## src/rtl/mips_ctrl_pkg.sv

```systemverilog
// Shared types for the multicycle MIPS control unit: state codes, opcodes,
// ALU-op codes and the datapath control word.
package mips_ctrl_pkg;

    typedef enum logic [3:0] {
        S_FETCH    = 4'd0,
        S_DECODE   = 4'd1,
        S_MEMADR   = 4'd2,
        S_MEMREAD  = 4'd3,
        S_MEMWB    = 4'd4,
        S_MEMWRITE = 4'd5,
        S_EXECUTE  = 4'd6,
        S_ALUWB    = 4'd7,
        S_BRANCH   = 4'd8,
        S_ADDIEXEC = 4'd9,
        S_ADDIWB   = 4'd10,
        S_JUMP     = 4'd11
    } ctrl_state_e;

    localparam logic [5:0] OP_RTYPE = 6'b000000;
    localparam logic [5:0] OP_LW    = 6'b100011;
    localparam logic [5:0] OP_SW    = 6'b101011;
    localparam logic [5:0] OP_BEQ   = 6'b000100;
    localparam logic [5:0] OP_ADDI  = 6'b001000;
    localparam logic [5:0] OP_J     = 6'b000010;

    localparam logic [1:0] ALUOP_ADD   = 2'b00;
    localparam logic [1:0] ALUOP_SUB   = 2'b01;
    localparam logic [1:0] ALUOP_FUNCT = 2'b10;

    typedef struct packed {
        logic [1:0] alu_op;
        logic       alu_src_a;
        logic [1:0] alu_src_b;
        logic [1:0] pc_src;
        logic       iord;
        logic       reg_dst;
        logic       mem_to_reg;
        logic       ir_write;
        logic       mem_write;
        logic       reg_write;
        logic       pc_write;
        logic       branch;
        logic       done;
    } ctrl_word_t;

    function automatic logic op_supported(input logic [5:0] op);
        return (op == OP_RTYPE) || (op == OP_LW) || (op == OP_SW) ||
               (op == OP_BEQ) || (op == OP_ADDI) || (op == OP_J);
    endfunction

endpackage

```

## src/rtl/mips_ctrl_outdec.sv

```systemverilog
// State-to-control-word decode, purely combinational (zero latency).
// No flow control of its own; memory-ready qualification happens in the top.
module mips_ctrl_outdec
    import mips_ctrl_pkg::*;
(
    input  ctrl_state_e state,
    output ctrl_word_t  cw
);

    always_comb begin
        cw = '0;
        unique case (state)
            S_FETCH: begin
                cw.alu_src_b = 2'b01;
                cw.ir_write  = 1'b1;
                cw.pc_write  = 1'b1;
            end
            S_DECODE: begin
                cw.alu_src_b = 2'b11;
            end
            S_MEMADR: begin
                cw.alu_src_a = 1'b1;
                cw.alu_src_b = 2'b10;
            end
            S_MEMREAD: begin
                cw.iord = 1'b1;
            end
            S_MEMWB: begin
                cw.mem_to_reg = 1'b1;
                cw.reg_write  = 1'b1;
                cw.done       = 1'b1;
            end
            S_MEMWRITE: begin
                cw.iord      = 1'b1;
                cw.mem_write = 1'b1;
                cw.done      = 1'b1;
            end
            S_EXECUTE: begin
                cw.alu_src_a = 1'b1;
                cw.alu_op    = ALUOP_FUNCT;
            end
            S_ALUWB: begin
                cw.reg_dst   = 1'b1;
                cw.reg_write = 1'b1;
                cw.done      = 1'b1;
            end
            S_BRANCH: begin
                cw.alu_src_a = 1'b1;
                cw.alu_op    = ALUOP_SUB;
                cw.pc_src    = 2'b01;
                cw.branch    = 1'b1;
                cw.done      = 1'b1;
            end
            S_ADDIEXEC: begin
                cw.alu_src_a = 1'b1;
                cw.alu_src_b = 2'b10;
                cw.alu_op    = ALUOP_ADD;
            end
            S_ADDIWB: begin
                cw.reg_write = 1'b1;
                cw.done      = 1'b1;
            end
            S_JUMP: begin
                cw.pc_src   = 2'b10;
                cw.pc_write = 1'b1;
                cw.done     = 1'b1;
            end
            default: cw = '0;
        endcase
    end

endmodule

```

## src/rtl/mips_multicycle_ctrl.sv

```systemverilog
// Multicycle MIPS main control FSM; outputs decoded from the state register.
// Stalls in FETCH/MEMREAD/MEMWRITE until mem_ready; reset forces all outputs to 0.
module mips_multicycle_ctrl
    import mips_ctrl_pkg::*;
(
    input  logic       clk,
    input  logic       rst_n,
    input  logic [5:0] opcode,
    input  logic       zero,
    input  logic       mem_ready,
    output logic [1:0] alu_op,
    output logic       alu_src_a,
    output logic [1:0] alu_src_b,
    output logic [1:0] pc_src,
    output logic       iord,
    output logic       reg_dst,
    output logic       mem_to_reg,
    output logic       ir_write,
    output logic       mem_write,
    output logic       reg_write,
    output logic       pc_en,
    output logic       instr_done,
    output logic       illegal_op
);

    ctrl_state_e state_q;
    logic [5:0]  op_q;
    ctrl_word_t  cw_raw;
    ctrl_word_t  cw;

    always_ff @(posedge clk or negedge rst_n) begin
        if (!rst_n) begin
            state_q <= S_FETCH;
            op_q    <= OP_RTYPE;
        end else begin
            case (state_q)
                S_FETCH:
                    if (mem_ready) state_q <= S_DECODE;
                S_DECODE: begin
                    op_q <= opcode;
                    case (opcode)
                        OP_LW, OP_SW: state_q <= S_MEMADR;
                        OP_RTYPE:     state_q <= S_EXECUTE;
                        OP_BEQ:       state_q <= S_BRANCH;
                        OP_ADDI:      state_q <= S_ADDIEXEC;
                        OP_J:         state_q <= S_JUMP;
                        default:      state_q <= S_FETCH;
                    endcase
                end
                // lw/sw split relies on the opcode captured in DECODE, not the live IR field
                S_MEMADR:
                    state_q <= (op_q == OP_SW) ? S_MEMWRITE : S_MEMREAD;
                S_MEMREAD:
                    if (mem_ready) state_q <= S_MEMWB;
                S_MEMWRITE:
                    if (mem_ready) state_q <= S_FETCH;
                S_EXECUTE:  state_q <= S_ALUWB;
                S_ADDIEXEC: state_q <= S_ADDIWB;
                default:    state_q <= S_FETCH;
            endcase
        end
    end

    mips_ctrl_outdec u_outdec (
        .state (state_q),
        .cw    (cw_raw)
    );

    // Fetch writes and the store's done pulse wait on memory; reset overrides everything.
    always_comb begin
        cw = cw_raw;
        if (state_q == S_FETCH) begin
            cw.ir_write = mem_ready;
            cw.pc_write = mem_ready;
        end
        if (state_q == S_MEMWRITE) begin
            cw.done = mem_ready;
        end
        if (!rst_n) begin
            cw = '0;
        end
    end

    assign alu_op     = cw.alu_op;
    assign alu_src_a  = cw.alu_src_a;
    assign alu_src_b  = cw.alu_src_b;
    assign pc_src     = cw.pc_src;
    assign iord       = cw.iord;
    assign reg_dst    = cw.reg_dst;
    assign mem_to_reg = cw.mem_to_reg;
    assign ir_write   = cw.ir_write;
    assign mem_write  = cw.mem_write;
    assign reg_write  = cw.reg_write;
    assign pc_en      = cw.pc_write | (cw.branch & zero);
    assign instr_done = cw.done;
    assign illegal_op = rst_n && (state_q == S_DECODE) && !op_supported(opcode);

endmodule

```

## config.mk

```make
export PLATFORM = sky130hd
export DESIGN_NAME = mips_multicycle_ctrl
export DESIGN_NICKNAME = d
export VERILOG_FILES = /design/src/rtl/mips_ctrl_pkg.sv /design/src/rtl/mips_ctrl_outdec.sv /design/src/rtl/mips_multicycle_ctrl.sv
export SDC_FILE = /design/constraint.sdc
export NUM_CORES = 1
export LEC_CHECK = 0
export CAP_MARGIN = 20
export CORE_ASPECT_RATIO = 0.7
export CORE_MARGIN = 10
export CORE_UTILIZATION = 40
export CTS_CLUSTER_DIAMETER = 30
export DETAILED_ROUTE_END_ITERATION = 10
export PLACE_DENSITY_LB_ADDON = 0.3
export SLEW_MARGIN = 20
export SYNTH_ARGS = -nofsm -noshare
export SYNTH_HDL_FRONTEND = slang
export SYNTH_SLANG_ARGS = --single-unit
```

## constraint.sdc

```tcl
create_clock -name clk -period 1.5 [get_ports clk]
set_clock_uncertainty 0.1 [all_clocks]
set_input_delay 0.3 -clock clk [delete_from_list [all_inputs] [get_ports clk]]
set_output_delay 0.3 -clock clk [all_outputs]
set_load 0.005 [all_outputs]
```

==> impl_metrics.py, run 1 <==
metrics = {
    "outcome": {
        "run_status": "stopped before the end",
        "last-stage-reached": "5_1_grt",
        "error": "[ERROR DPL-0033] detailed placement checks failed during check placement.",
    },
    "die": {
        "die_h_um": 57.1,
        "dieWidth_um": 73.0,
        "core.rowCount": 13,
        "design.portCount": 26,
        "initial_core_util": 0.424,
    },
    "yosys": {
        "synth-warning-count": 0,
        "synth.distinct_cells": 39,
        "syn-num-nets": 103,
        "register_bit_count_reported_by_yosys": 10,
        "ys_seq_area_frac": 0.318,
        "syn_avg_cell_area_um2": 8.45,
        "ys_dominant_reg_cell": "sky130_fd_sc_hd__dfrtp_1",
        "synth_async_sr_flop_share": 1.00,
        "synth_area_um2": 786,
        "synthesis.instances": 93,
        "synth_edf_count": 0,
    },
    "cts": {
        "cts_root_buf": "sky130_fd_sc_hd__clkbuf_4",
        "cts_buffer_depth": 2,
        "cts_inserted_buffers": 3,
        "hold_buffers": 0,
        "cts.sink_count": 10,
        "htreeDepth": 1,
    },
    "timing": {
        "grt_repair_worst_endpoint": "pc_en",
        "worstEndpointType": "output port",
    },
    "global_route": {
        "largest_net_degree_at_the_start_of_global_routing": 11,
        "grt_antenna_before_repair": 1,
    },
    "placed_design": {
        "hpwl_um": 2350,
        "globalplace.congestion": 0.895,
        "port-buffer-count": 25,
    },
}
[cells by family after synthesis]
| family | after synthesis | share of synthesized area |
|---|---|---|
| and+or+nand+nor | 43 | 0.325 |
| AOI/OAI and AO/OA | 21 | 0.172 |
| DFF | 10 | 0.318 |
| buffers and inverters | 10 | 0.0637 |
| muxes | 7 | 0.0987 |
| xor gates and xnor gates | 2 | 0.0223 |
[synthesized netlist by cell type (2+ instances only)]
| library cell | count | share of area |
|---|---|---|
| sky130_fd_sc_hd__mux2_2 | 6 | 0.086 |
| sky130_fd_sc_hd__nor4b_1 | 2 | 0.022 |
| sky130_fd_sc_hd__o21ai_0 | 6 | 0.038 |
| sky130_fd_sc_hd__dfrtp_1 | 10 | 0.32 |
| sky130_fd_sc_hd__and3_1 | 2 | 0.016 |
| sky130_fd_sc_hd__and3_2 | 2 | 0.019 |
| sky130_fd_sc_hd__nor2_1 | 8 | 0.038 |
| sky130_fd_sc_hd__nand3_1 | 2 | 0.013 |
| sky130_fd_sc_hd__nand2b_1 | 2 | 0.016 |
| sky130_fd_sc_hd__nor3_1 | 6 | 0.038 |
| sky130_fd_sc_hd__a21oi_1 | 6 | 0.038 |
| sky130_fd_sc_hd__nand2_1 | 6 | 0.029 |
| sky130_fd_sc_hd__and4_1 | 2 | 0.022 |
| sky130_fd_sc_hd__clkbuf_1 | 2 | 0.0096 |
| sky130_fd_sc_hd__inv_1 | 3 | 0.014 |
| sky130_fd_sc_hd__buf_2 | 2 | 0.013 |
| sky130_fd_sc_hd__xor2_1 | 2 | 0.022 |
| sky130_fd_sc_hd__nor4_1 | 2 | 0.016 |
| sky130_fd_sc_hd__inv_2 | 2 | 0.0096 |
[repair_timing]
action                                  4_1_cts
gates resized for setup                     131
pin swaps                                    17
endpoints found under the hold margin         0
endpoints found under the setup margin       26
setup buffers                                23
[stage by stage]
| stage | cells | setup WS, ns | utilization | cell area [um^2] | hold slack [ns] |
|---|---|---|---|---|---|
| global placement | 172 | -1.02 | 0.714 | 1320 | 0.391 |
| detailed placement | 172 | -1.06 | 0.714 | 1320 | 0.402 |
| floorplan | 93 | 0.00779 | - | 801 | -0.0956 |
| CTS | 197 | -0.392 | 0.885 | 1640 | 0.112 |
==> run 2, diff against run 1 <==
CORE_AREA = 10 10 71 73   (was unset)
CORE_ASPECT_RATIO = unset   (was 0.7)
CORE_MARGIN = unset   (was 10)
CORE_UTILIZATION = unset   (was 40)
CTS_CLUSTER_DIAMETER = unset   (was 30)
DIE_AREA = 0 0 81 83   (was unset)
PLACE_DENSITY_LB_ADDON = 0.15   (was 0.3)
clock period = 1.95 ns   (was 1.5 ns; I/O delays follow)
==> impl_metrics.py, run 2 <==
metrics = {
    "worst_setup_path": {
        "cp.arrival_ns": 1.48,
        "path_max_fanout": 2,
        "cp_cell_sequence": "dlygate4sd2_1, mux2i_1, or4_4, and4_1, buf_2",
        "crit_type": "in2out",
        "critPathSlowestCell": "sky130_fd_sc_hd__or4_4",
        "critical-path-max-stage-delay_ns": 0.42,
        "cp-start-kind": "input port",
        "critical_path_required_ns": 1.46,
        "setup.worst_path.end_class": "output port",
    },
    "route": {
        "drt_drc": 0,
        "wl_met3_um": 227,
        "detail_route.iter0.violations": 43,
        "drt-met1-wl_um": 1260,
        "drt_wl_total_um": 3150,
        "drt_pass1_iterations": 4,
        "routed-via-count": 996,
        "detail_route.vias_per_cell": 4.65,
        "route.top_layer_used": "met4",
        "met2_wirelength_um": 1580,
        "detail_route.wl_per_cell_um": 14.7,
        "drtAntennaViolNets": 0,
    },
    "placed_design": {
        "dpl.cell_count": 200,
        "port-buffer-count": 25,
        "hpwl_um": 2420,
        "post-place-ws_ns": -0.822,
        "placedInstanceArea_mm2": 0.00136,
        "globalplace.congestion": 0.810,
    },
    "layout": {
        "reg.largest.list": "op_q: 6 flops, state_q: 4 flops",
        "layout-area-overhead-vs-synth_pct": 106,
        "max_flop_register": "op_q",
        "drive_above_1_share": 0.657,
        "final_cell_count_no_fill": 214,
        "layout.cells.most_common": "sky130_fd_sc_hd__buf_4",
        "post-route-util": 0.445,
        "layout.nets": 177,
        "final_area_mm2": 0.00162,
        "commonest_non_fill_non_tap_cells_in_the_layout": "sky130_fd_sc_hd__buf_4, sky130_fd_sc_hd__buf_2, sky130_fd_sc_hd__buf_6",
        "insertedDiodeCount": 0,
        "max_reg_flops": 6,
    },
    "outcome": {
        "violations_in_the_final_reports": "negative setup slack",
        "run_status": "finished, violations left",
    },
    "yosys": {
        "synth.distinct_cells": 39,
        "synth_edf_count": 0,
        "syn-num-nets": 103,
        "post_synth_main_area_contributors": "sky130_fd_sc_hd__dfrtp_1, sky130_fd_sc_hd__mux2_2, sky130_fd_sc_hd__a21oi_1",
        "yosys.area_share.adder": 0,
        "netlist.top_cell.by_area": "sky130_fd_sc_hd__dfrtp_1",
        "register_bit_count_reported_by_yosys": 10,
        "synth.most_common_cell": "sky130_fd_sc_hd__dfrtp_1",
        "post_synth_and_or_nand_nor_area_fraction": 0.325,
        "ys_seq_area_frac": 0.318,
        "synth_area_um2": 786,
        "synthesis.instances": 93,
        "synth-warning-count": 0,
        "synth_top_area_share": 0.318,
        "synth_top_family_by_area": "simple AND/OR/NAND/NOR gates",
        "synth_compound_gate_area_share": 0.172,
        "commonest_cells_post_synth": "sky130_fd_sc_hd__dfrtp_1, sky130_fd_sc_hd__nor2_1",
        "syn_avg_cell_area_um2": 8.45,
        "synth_async_sr_flop_share": 1.00,
        "synth_mux_area_frac": 0.0987,
        "ys_dominant_reg_cell": "sky130_fd_sc_hd__dfrtp_1",
        "post_synth_xor_area_fraction": 0.0223,
    },
    "cts": {
        "hold_buffers": 0,
        "cts.sink_count": 10,
        "cts_tree": "done",
        "cts.clk_slew.worst_paths_ns": 0.05,
        "cts_buffer_depth": 2,
        "clkLatencyLatePin_ns": 0.24,
        "cts_root_buf": "sky130_fd_sc_hd__clkbuf_8",
        "cts_inserted_buffers": 3,
        "htreeDepth": 1,
    },
    "pwr": {
        "p_leak_nw": 0.775,
        "comb_power_share": 0.624,
        "power_frac_seq": 0.219,
        "swShare": 0.364,
        "internal_power_mw": 1.08,
        "total_switching_power_mw": 0.617,
        "totalPowerFinal_mw": 1.69,
        "power.density_mw_per_mm2": 1050,
        "ir_worst_vdd_mv": 0.506,
        "share_clk_of_total_power": 0.156,
    },
    "run": {
        "maxCapViolations": 0,
    },
    "global_route": {
        "largest_net_degree_at_the_start_of_global_routing": 11,
        "overflow": 0,
        "grtUsageTotal": 0.0911,
        "first_pass_grt_wire_length_um": 5000,
        "first_global_vias": 1077,
        "grt_antenna_before_repair": 0,
    },
    "die": {
        "design.portCount": 26,
        "initial_core_util": 0.216,
        "core.rowCount": 22,
        "placeableCoreArea_mm2": 0.00363,
        "die_h_um": 83,
        "die_area_mm2": 0.00672,
        "dieWidth_um": 81,
    },
    "timing": {
        "timing_hold_violations_final": 0,
        "setup_viol_count_final": 1,
        "fmaxAchievable_mhz": 508,
        "finalMaxSlewViolations": 0,
        "grt_setup_unrepaired": "true",
        "timing.final.crit_share": 1.01,
        "transition_at_the_pin_with_the_smallest_max_transition_slack_ns": 0.368,
        "fin_tns_setup_ns": -0.0194,
        "timing.slew.headroom": 0.752,
        "whs_ns": 0.187,
        "timing.final.crit_period_ns": 1.97,
        "post-route-worst-setup-slack_ns": -0.0194,
    },
    "worst_hold_path": {
        "hold_path_class": "in2async",
    },
}
-- run 2: cell counts after synthesis --
Identical to the previous run, type by type.
-- run 2: power by group through the flow --
stage	logic [mW]	registers, mW	clock network, mW
floorplan	0.439	0.339	0
global placement	0.818	0.380	0
detailed placement	0.822	0.383	0
CTS	1.02	0.371	0.276
global route	1.15	0.382	0.286
finish	1.06	0.372	0.265
-- run 2: layer usage --
layer,vias to the layer above,global-route usage
met3,9,0.0280
met1,463,0.0955
met2,30,0.159
met5,-,0
li1,494,-
met4,0,0.0407
-- run 2: final timing paths --
check / from / end / slack (ns) / cells after the start
setup / recovery: opcode[2] / illegal_op / -0.02 / 5
hold / removal: rst_n / state_q[3] / 0.19 / 2
setup reg to reg: state_q[1] / state_q[0] / 0.13 / 8
hold reg to reg: op_q[0] / op_q[0] / 0.41 / 1
max in group asynchronous: rst_n / state_q[2] / 1.40 / 2
min in group clk: op_q[0] / op_q[0] / 0.41 / 1
-- run 2: cell type report --
class / count / area [um^2]
repair buffers: 74 / 594
flip-flops and latches: 10 / 254
inverters: 5 / 26.3
multi-input cells: 73 / 627
clock buffers: 4 / 55.1
well taps: 48 / 60.1
fillers: 389 / 2020
-- run 2: logic make-up (layout without fill, tap and decap cells) --
logic type	Yosys count	count (layout)
compound gates	21	21
xor+xnor	2	2
buf+inv	10	83
flops	10	10
mux	7	7
simple gates	43	43
-- run 2: what timing repair did --
action / CTS / global route
pin swaps: 9 / 9
buffers inserted: 12 / 0
resized for setup: 92 / 32
setup endpoints to repair: 16 / 14
-- run 2: critical path, delay by kind of cell --
family                 cells  cell delay [ns]
buffers and inverters      2             0.39
AND/OR/NAND/NOR            2             0.58
multiplexers               1             0.13
Note: power is estimated with default switching activity, not from simulation.
==> run 3, diff against run 2 <==
CAP_MARGIN = unset   (was 20)
==> results of run 3 <==
Same layout as run 2: the final DEF is identical, and so are final timing and power.
